**config.mk**
```make
export PLATFORM = sky130hd
export DESIGN_NAME = mem_store_ctrl
export DESIGN_NICKNAME = d
export VERILOG_FILES = /design/src/rtl/mem_store_ctrl_pkg.sv /design/src/rtl/mem_store_ctrl.sv
export SDC_FILE = /design/constraint.sdc
export NUM_CORES = 1
export LEC_CHECK = 0
export ABC_CLOCK_PERIOD_IN_PS = 1870
export BUFFER_PORTS_ARGS = -buffer_cell sky130_fd_sc_hd__clkbuf_2
export CORE_UTILIZATION = 46
export DETAILED_ROUTE_END_ITERATION = 10
export PLACE_DENSITY = 0.82
export SLEW_MARGIN = 20
export SYNTH_ARGS = -nofsm -noshare
export SYNTH_HDL_FRONTEND = slang
export SYNTH_SLANG_ARGS = --single-unit
```
**constraint.sdc**
```tcl
create_clock -name clk -period 1.87 [get_ports clk]
set_input_delay 0.187 -clock clk [delete_from_list [all_inputs] [get_ports clk]]
set_output_delay 0.187 -clock clk [all_outputs]
set_load 0.005 [all_outputs]
```
**src/rtl/mem_store_ctrl_pkg.sv**
```systemverilog
// ----------------------------------------------------------------------------
// mem_store_ctrl_pkg
//   Shared definitions for the store half of the memory controller:
//   controller states, store width codes, default I/O window base and a
//   helper that maps a width code to the index of the last byte to write.
// ----------------------------------------------------------------------------
package mem_store_ctrl_pkg;

   typedef enum logic {
      MS_IDLE  = 1'b0,
      MS_WRITE = 1'b1
   } ms_state_e;

   // Store width codes as presented by the LSB.
   localparam logic [1:0] ST_B = 2'b00;   // 1 byte
   localparam logic [1:0] ST_H = 2'b01;   // 2 bytes
   localparam logic [1:0] ST_W = 2'b10;   // 4 bytes (2'b11 also means word)

   // Lowest address of the memory-mapped I/O window.
   localparam logic [31:0] MS_IO_BASE = 32'h0003_0000;

   // Index of the final byte of a store: nbytes - 1.
   function automatic logic [1:0] last_index(input logic [1:0] width);
      case (width)
         ST_B:    return 2'd0;
         ST_H:    return 2'd1;
         default: return 2'd3;
      endcase
   endfunction

endpackage

```
**src/rtl/mem_store_ctrl.sv**
```systemverilog
// ----------------------------------------------------------------------------
// mem_store_ctrl
//   Accepts one store request (address, 32-bit data, width) and writes it
//   byte-serially, little-endian, onto the 8-bit RAM write port, one byte per
//   cycle. Writes into the I/O window stall while io_buffer_full is high.
//   st_done pulses for one cycle once the last byte has been written.
//
// Ports
//   clk, rst         clock, asynchronous active-high reset
//   rdy              global ready; low freezes all state and blocks writes
//   st_valid/ready   request handshake (ready = IDLE && rdy)
//   st_addr          byte address of the lowest byte
//   st_data          store data, byte k = st_data[8k+7:8k]
//   st_width         00 byte, 01 half, 10/11 word
//   io_buffer_full   stalls writes whose address lies in the I/O window
//   mem_a/dout/wr    RAM byte write port
//   st_done          one-cycle pulse when the store is fully committed
// ----------------------------------------------------------------------------
module mem_store_ctrl
   import mem_store_ctrl_pkg::*;
#(
   parameter int unsigned          ADDR_W  = 32,
   parameter logic [ADDR_W-1:0]    IO_BASE = ADDR_W'(MS_IO_BASE)
) (
   input  logic              clk,
   input  logic              rst,
   input  logic              rdy,
   input  logic              st_valid,
   output logic              st_ready,
   input  logic [ADDR_W-1:0] st_addr,
   input  logic [31:0]       st_data,
   input  logic [1:0]        st_width,
   input  logic              io_buffer_full,
   output logic [ADDR_W-1:0] mem_a,
   output logic [7:0]        mem_dout,
   output logic              mem_wr,
   output logic              st_done
);

   ms_state_e         state_q, state_d;
   logic [1:0]        idx_q,   idx_d;    // byte currently on the bus
   logic [1:0]        last_q,  last_d;   // index of the final byte
   logic [ADDR_W-1:0] addr_q,  addr_d;
   logic [31:0]       data_q,  data_d;
   logic              done_q,  done_d;   // completion waiting to be reported

   logic io_stall;
   logic byte_go;

   // The I/O decision uses the latched address, so the whole store is either
   // I/O or not, even if it wraps or straddles the window boundary.
   assign io_stall = (addr_q >= IO_BASE) && io_buffer_full;
   assign byte_go  = (state_q == MS_WRITE) && rdy && !io_stall;

   // NOTE: every signal gets its default before the case statement so that
   // no path leaves a variable unassigned, which would infer a latch.
   always_comb begin
      state_d = state_q;
      idx_d   = idx_q;
      last_d  = last_q;
      addr_d  = addr_q;
      data_d  = data_q;
      // A pending completion survives rdy-low cycles and clears once shown.
      done_d  = done_q && !rdy;

      case (state_q)
         MS_IDLE: begin
            if (st_valid && rdy) begin
               addr_d  = st_addr;
               data_d  = st_data;
               last_d  = last_index(st_width);
               idx_d   = 2'd0;
               state_d = MS_WRITE;
            end
         end
         MS_WRITE: begin
            if (byte_go) begin
               if (idx_q == last_q) begin
                  idx_d   = 2'd0;
                  done_d  = 1'b1;
                  state_d = MS_IDLE;
               end else begin
                  idx_d = idx_q + 2'd1;
               end
            end
         end
         default: state_d = MS_IDLE;
      endcase
   end

   // NOTE: sequential state uses non-blocking assignments so all registers
   // update together from values sampled before the edge.
   always_ff @(posedge clk or posedge rst) begin
      if (rst) begin
         state_q <= MS_IDLE;
         idx_q   <= 2'd0;
         last_q  <= 2'd0;
         addr_q  <= '0;
         data_q  <= '0;
         done_q  <= 1'b0;
      end else begin
         state_q <= state_d;
         idx_q   <= idx_d;
         last_q  <= last_d;
         addr_q  <= addr_d;
         data_q  <= data_d;
         done_q  <= done_d;
      end
   end

   assign st_ready = (state_q == MS_IDLE) && rdy;
   assign st_done  = done_q && rdy;
   assign mem_wr   = byte_go;
   // Address arithmetic wraps modulo 2^ADDR_W by construction.
   assign mem_a    = addr_q + ADDR_W'(idx_q);

   // 4:1 byte select on the current index.
   always_comb begin
      mem_dout = data_q[7:0];
      case (idx_q)
         2'd1:    mem_dout = data_q[15:8];
         2'd2:    mem_dout = data_q[23:16];
         2'd3:    mem_dout = data_q[31:24];
         default: mem_dout = data_q[7:0];
      endcase
   end

endmodule

```
# After elaboration in Yosys (flattened, before gate mapping)
# Index checks and enable logic that the tools add are counted.
# totals
reg_bits,70
inputBits,71
output_inout_bits,43
wordCells,42
# classes
addsub,2
magnitude_cmp,1
n_eq_ne,7
muxes,13
bitwise,1
n_reduce_logical,12
# ops
op,n
$add A32 B2 Y32,1
$ge A32 B18 Y1 const B,1
$pmux W8 S3,1
$pmux W2 S2,2
$logic_and A1 B1 Y1,7
$mux W1,6
$mux W2,3
$eq A2 B1 Y1 const B,2
$eq A2 B2 Y1 const B,2
$ne A2 B2 Y1 const B,2
$reduce_and A2 Y1,2
$add A2 B1 Y2 const B,1
$eq A2 B2 Y1,1
$logic_not A1 Y1,2
$logic_not A2 Y1,1
$pmux W1 S2,1
$not A1 Y1,1

# Logic depth before layout (Yosys ltp)
# depth
word_depth,6
mapped_depth,7
mapped_depth_nobuf,7

# Worst setup path after synthesis
# No wires, ideal clock.
# synth_path
path_type,reg-to-output
start,register idx_q[0]
end,output mem_a[18]
arrival_ps,1879
required_ps,1683
setup_slack_ps,-196
path_stages_with_launch,8
n_path_buf,0
path_cell_list,dfrtp_1 -> ha_1 -> inv_1 -> fa_1 -> nand4b_1 -> nor4_2 -> nand4_1 -> xnor2_1
# synth_via
elab_chain_cells,1
# synth_rtl
element,line_no,text
from (decl),mem_store_ctrl.sv:41,"logic [1:0] idx_q, idx_d;"
from (signal assigned),mem_store_ctrl.sv:103,idx_q <= idx_d;
$add A32 B2 Y32,mem_store_ctrl.sv:115,assign mem_a = addr_q + ADDR_W'(idx_q);
to (decl),mem_store_ctrl.sv:34,"output logic [ADDR_W-1:0] mem_a,"
# No other way between the ends.

# Worst setup path in the final report
# Ends and elaborated chain as after synthesis.

==> qor.txt <==
Status: finished with violations
Failing checks: negative setup slack
Startpoint Class: flip-flop
Syn nets: 376
Seq/Total Area, Yosys: 48.2%
# DRC: 0
Total Routing Usage GR: 21.1%
#FFs+latches synth: 70
Fin. max-slew vios: 0
CP max FO: 4
Crit path time final: 2.49 ns
GPL Wtd Cong: 0.842
Most used DFF post-synth: dfrtp_1
First-pass GRT wire length: 13400 um
Slew headroom: 62.0%
Pwr/cell area: 1490 nW/um^2
Share of the synthesized area in the top cell type: 48.2%
Final core utilization: 64.6%
Layout area overhead: 36.7%
Overflow after GRT: 0
Die ar.: 8250 sq um
Setup CP Type: flip-flop to output port
Largest net degree at the start of global routing: 71
CTS H-tree depth: 3
Vias in the first global route: 2842
Antenna diodes: 0
Number of flops mapped to enable cells by yosys: 0
WL per Instance: 16.3 um
Power Total: 7.41 mW
DRT Pass-1 Iters: 5
Worst-case clock buffer depth: 2
Register area: 1750 sq um
IO Count: 114
Crit. Startpoint: idx_q[0]
Via density: 5.25
Final-report hold violation count: 0
Max cap viols: 0
# setup viols final: 38
Die height: 90.8 um
Peak VDD IR: 0.733 mV
Critical R2R Capture: idx_q[0]
Least-Margin Pin Slew: 0.569 ns
PortBufs: 113
Synth unique cells: 35
Vias after detailed routing: 2877
Layout cells sized above 1: 58.5%
Post-Synthesis Cells: 298
RSZ-0062 raised after global routing: true
Finished Cell Area: 4960 sq um
Reg2reg path depth: 5
Avg Cell Area, Syn: 12.2 sq um
Starting Density: 47.2%
Placed cell area: 4430 sq um
Drt total wl: 8930 um
Initial antenna violation count: 0
Area of the multi-input gates: 1980 sq um
Filler Cells Inserted: 626
Nets: 519
Worst endpoint required time: 1.68 ns
Clock Tree Root: clkbuf_8
Clk_lat worst skew: 0.35 ns
Mapped Area: 3630 sq um
Core ar.: 7690 sq um
FF-to-FF setup slack: 0.29 ns
Antenna viol nets, final: 0
Post-DP HPWL: 6040 um
Skew final: 0.0145 ns
# rows: 32
Synth area leaders: dfrtp_1, mux2_2, xnor2_1
Synth top cells by count: dfrtp_1, mux2_2, xnor2_1, nand2_1, inv_1
Yosys warnings: 0
Drt initial violations: 80
Setup crit end: mem_a[18]
TritonCTS clock tree: built
# clock sinks: 70
P_leak: 2.31 nW
Worst hold path type: primary input to flip-flop
Reg2Reg Launch Point: addr_q[20]
Die width: 90.8 um
Worst-path clk slew: 0.08 ns
Critical path capture point type: output port
Setup ws final: -0.625 ns
CTS Buf Count: 9
Worst Path Arrival: 2.31 ns
Ys async rst share: 100%
Final period utilization: 133%
Synth area leader: dfrtp_1
Max Freq: 401 MHz
Top-count cell post-synth: dfrtp_1
==> final cells by class <==
class,count,area share [%]
well taps,102,2.57
repair buffers,144,17.5
clock inverters,5,0.680
multi-input cells,200,39.8
flip-flops and latches,70,35.3
inverters,16,1.29
clock buffers,11,2.85
==> placed cells by master (no fill, tap or decap), types with 3 or more instances in the layout <==
cell / synthesis / layout
clkbuf_2: 0 / 88
dfrtp_1: 70 / 68
mux2_2: 65 / 65
buf_2: 7 / 25
xnor2_1: 27 / 24
buf_4: 1 / 17
nand2_1: 19 / 15
inv_1: 16 / 13
nand4_1: 11 / 11
buf_6: 0 / 11
mux2i_1: 10 / 10
clkbuf_8: 0 / 10
a222oi_1: 8 / 8
and3_1: 5 / 5
and4_1: 4 / 4
nand3_4: 1 / 4
nand3_1: 8 / 4
xor2_1: 5 / 4
ha_4: 0 / 4
nand2_2: 0 / 3
nor2_1: 6 / 3
nor4_2: 1 / 3
nor2_4: 0 / 3
nand4b_1: 3 / 3
xnor2_2: 0 / 3
clkinvlp_4: 0 / 3
==> timing repair <==
item                                    CTS  global route
hold endpoints to repair                 70             0
pin swaps                                18            22
endpoints found under the setup margin   39            39
hold buffers                              1             0
resized for setup                        30            49
setup buffers                            11             6
==> worst max-delay path, stage by stage, from the launching register on <==
cell,delay [ns]
dfrtp_1,0.36
ha_2,0.19
inv_2,0.04
fa_2,0.33
nand4b_1,0.26
nor4_2,0.17
buf_4,0.18
nand4_1,0.13
xnor2_1,0.16
buf_2,0.13
==> through the flow <==
step                TNS, ns  worst slack, ns  hold slack [ns]  std cells
CTS                  -13.61           -0.578           0.0585        545
detailed placement    -1.27           -0.238           0.0964        518
global route         -18.04           -0.790           0.0568        548
floorplan            -0.492           -0.131            0.279        298
finish               -13.53           -0.625           0.0675        548
global placement     -0.839           -0.181           0.0878        518
==> per-layer routing <==
layer,wire [um],GRT usage [%]
met1,3580,25.5
met2,4600,36.5
met3,642,7.15
met4,115,4.76
met5,0,0
==> flip-flops by register name, indices dropped and copies added (netlist names) <==
name / cells
done_q: 1
data_q: 32
state_q: 1
last_q: 2
addr_q: 32
idx_q: 2
==> power by group <==
group          switching (mW)  leakage (nW)  internal [mW]
clock                   0.575        0.0857          0.518
sequential              0.782         0.832           2.28
combinational            1.39          1.39           1.87
==> kinds of logic after synthesis <==
kind of cell,share of synthesized area [%]
mux,22.9
flops,48.2
buf+inv,3.24
simple gates,12.0
xor+xnor,7.72
compound gates,3.31
fa+ha+maj,2.62
==> how the worst min path moves through the flow <==
stage,from,slack (ns),to,cells after the start
global placement,rst,0.09,data_q[18],2
CTS,st_addr[7],0.06,addr_q[7],2
detailed placement,rst,0.1,data_q[19],2
finish,st_addr[0],0.07,addr_q[0],2
global route,st_data[14],0.06,data_q[14],2
floorplan,rdy,0.28,done_q,1
(Power assumes the default switching activity.)
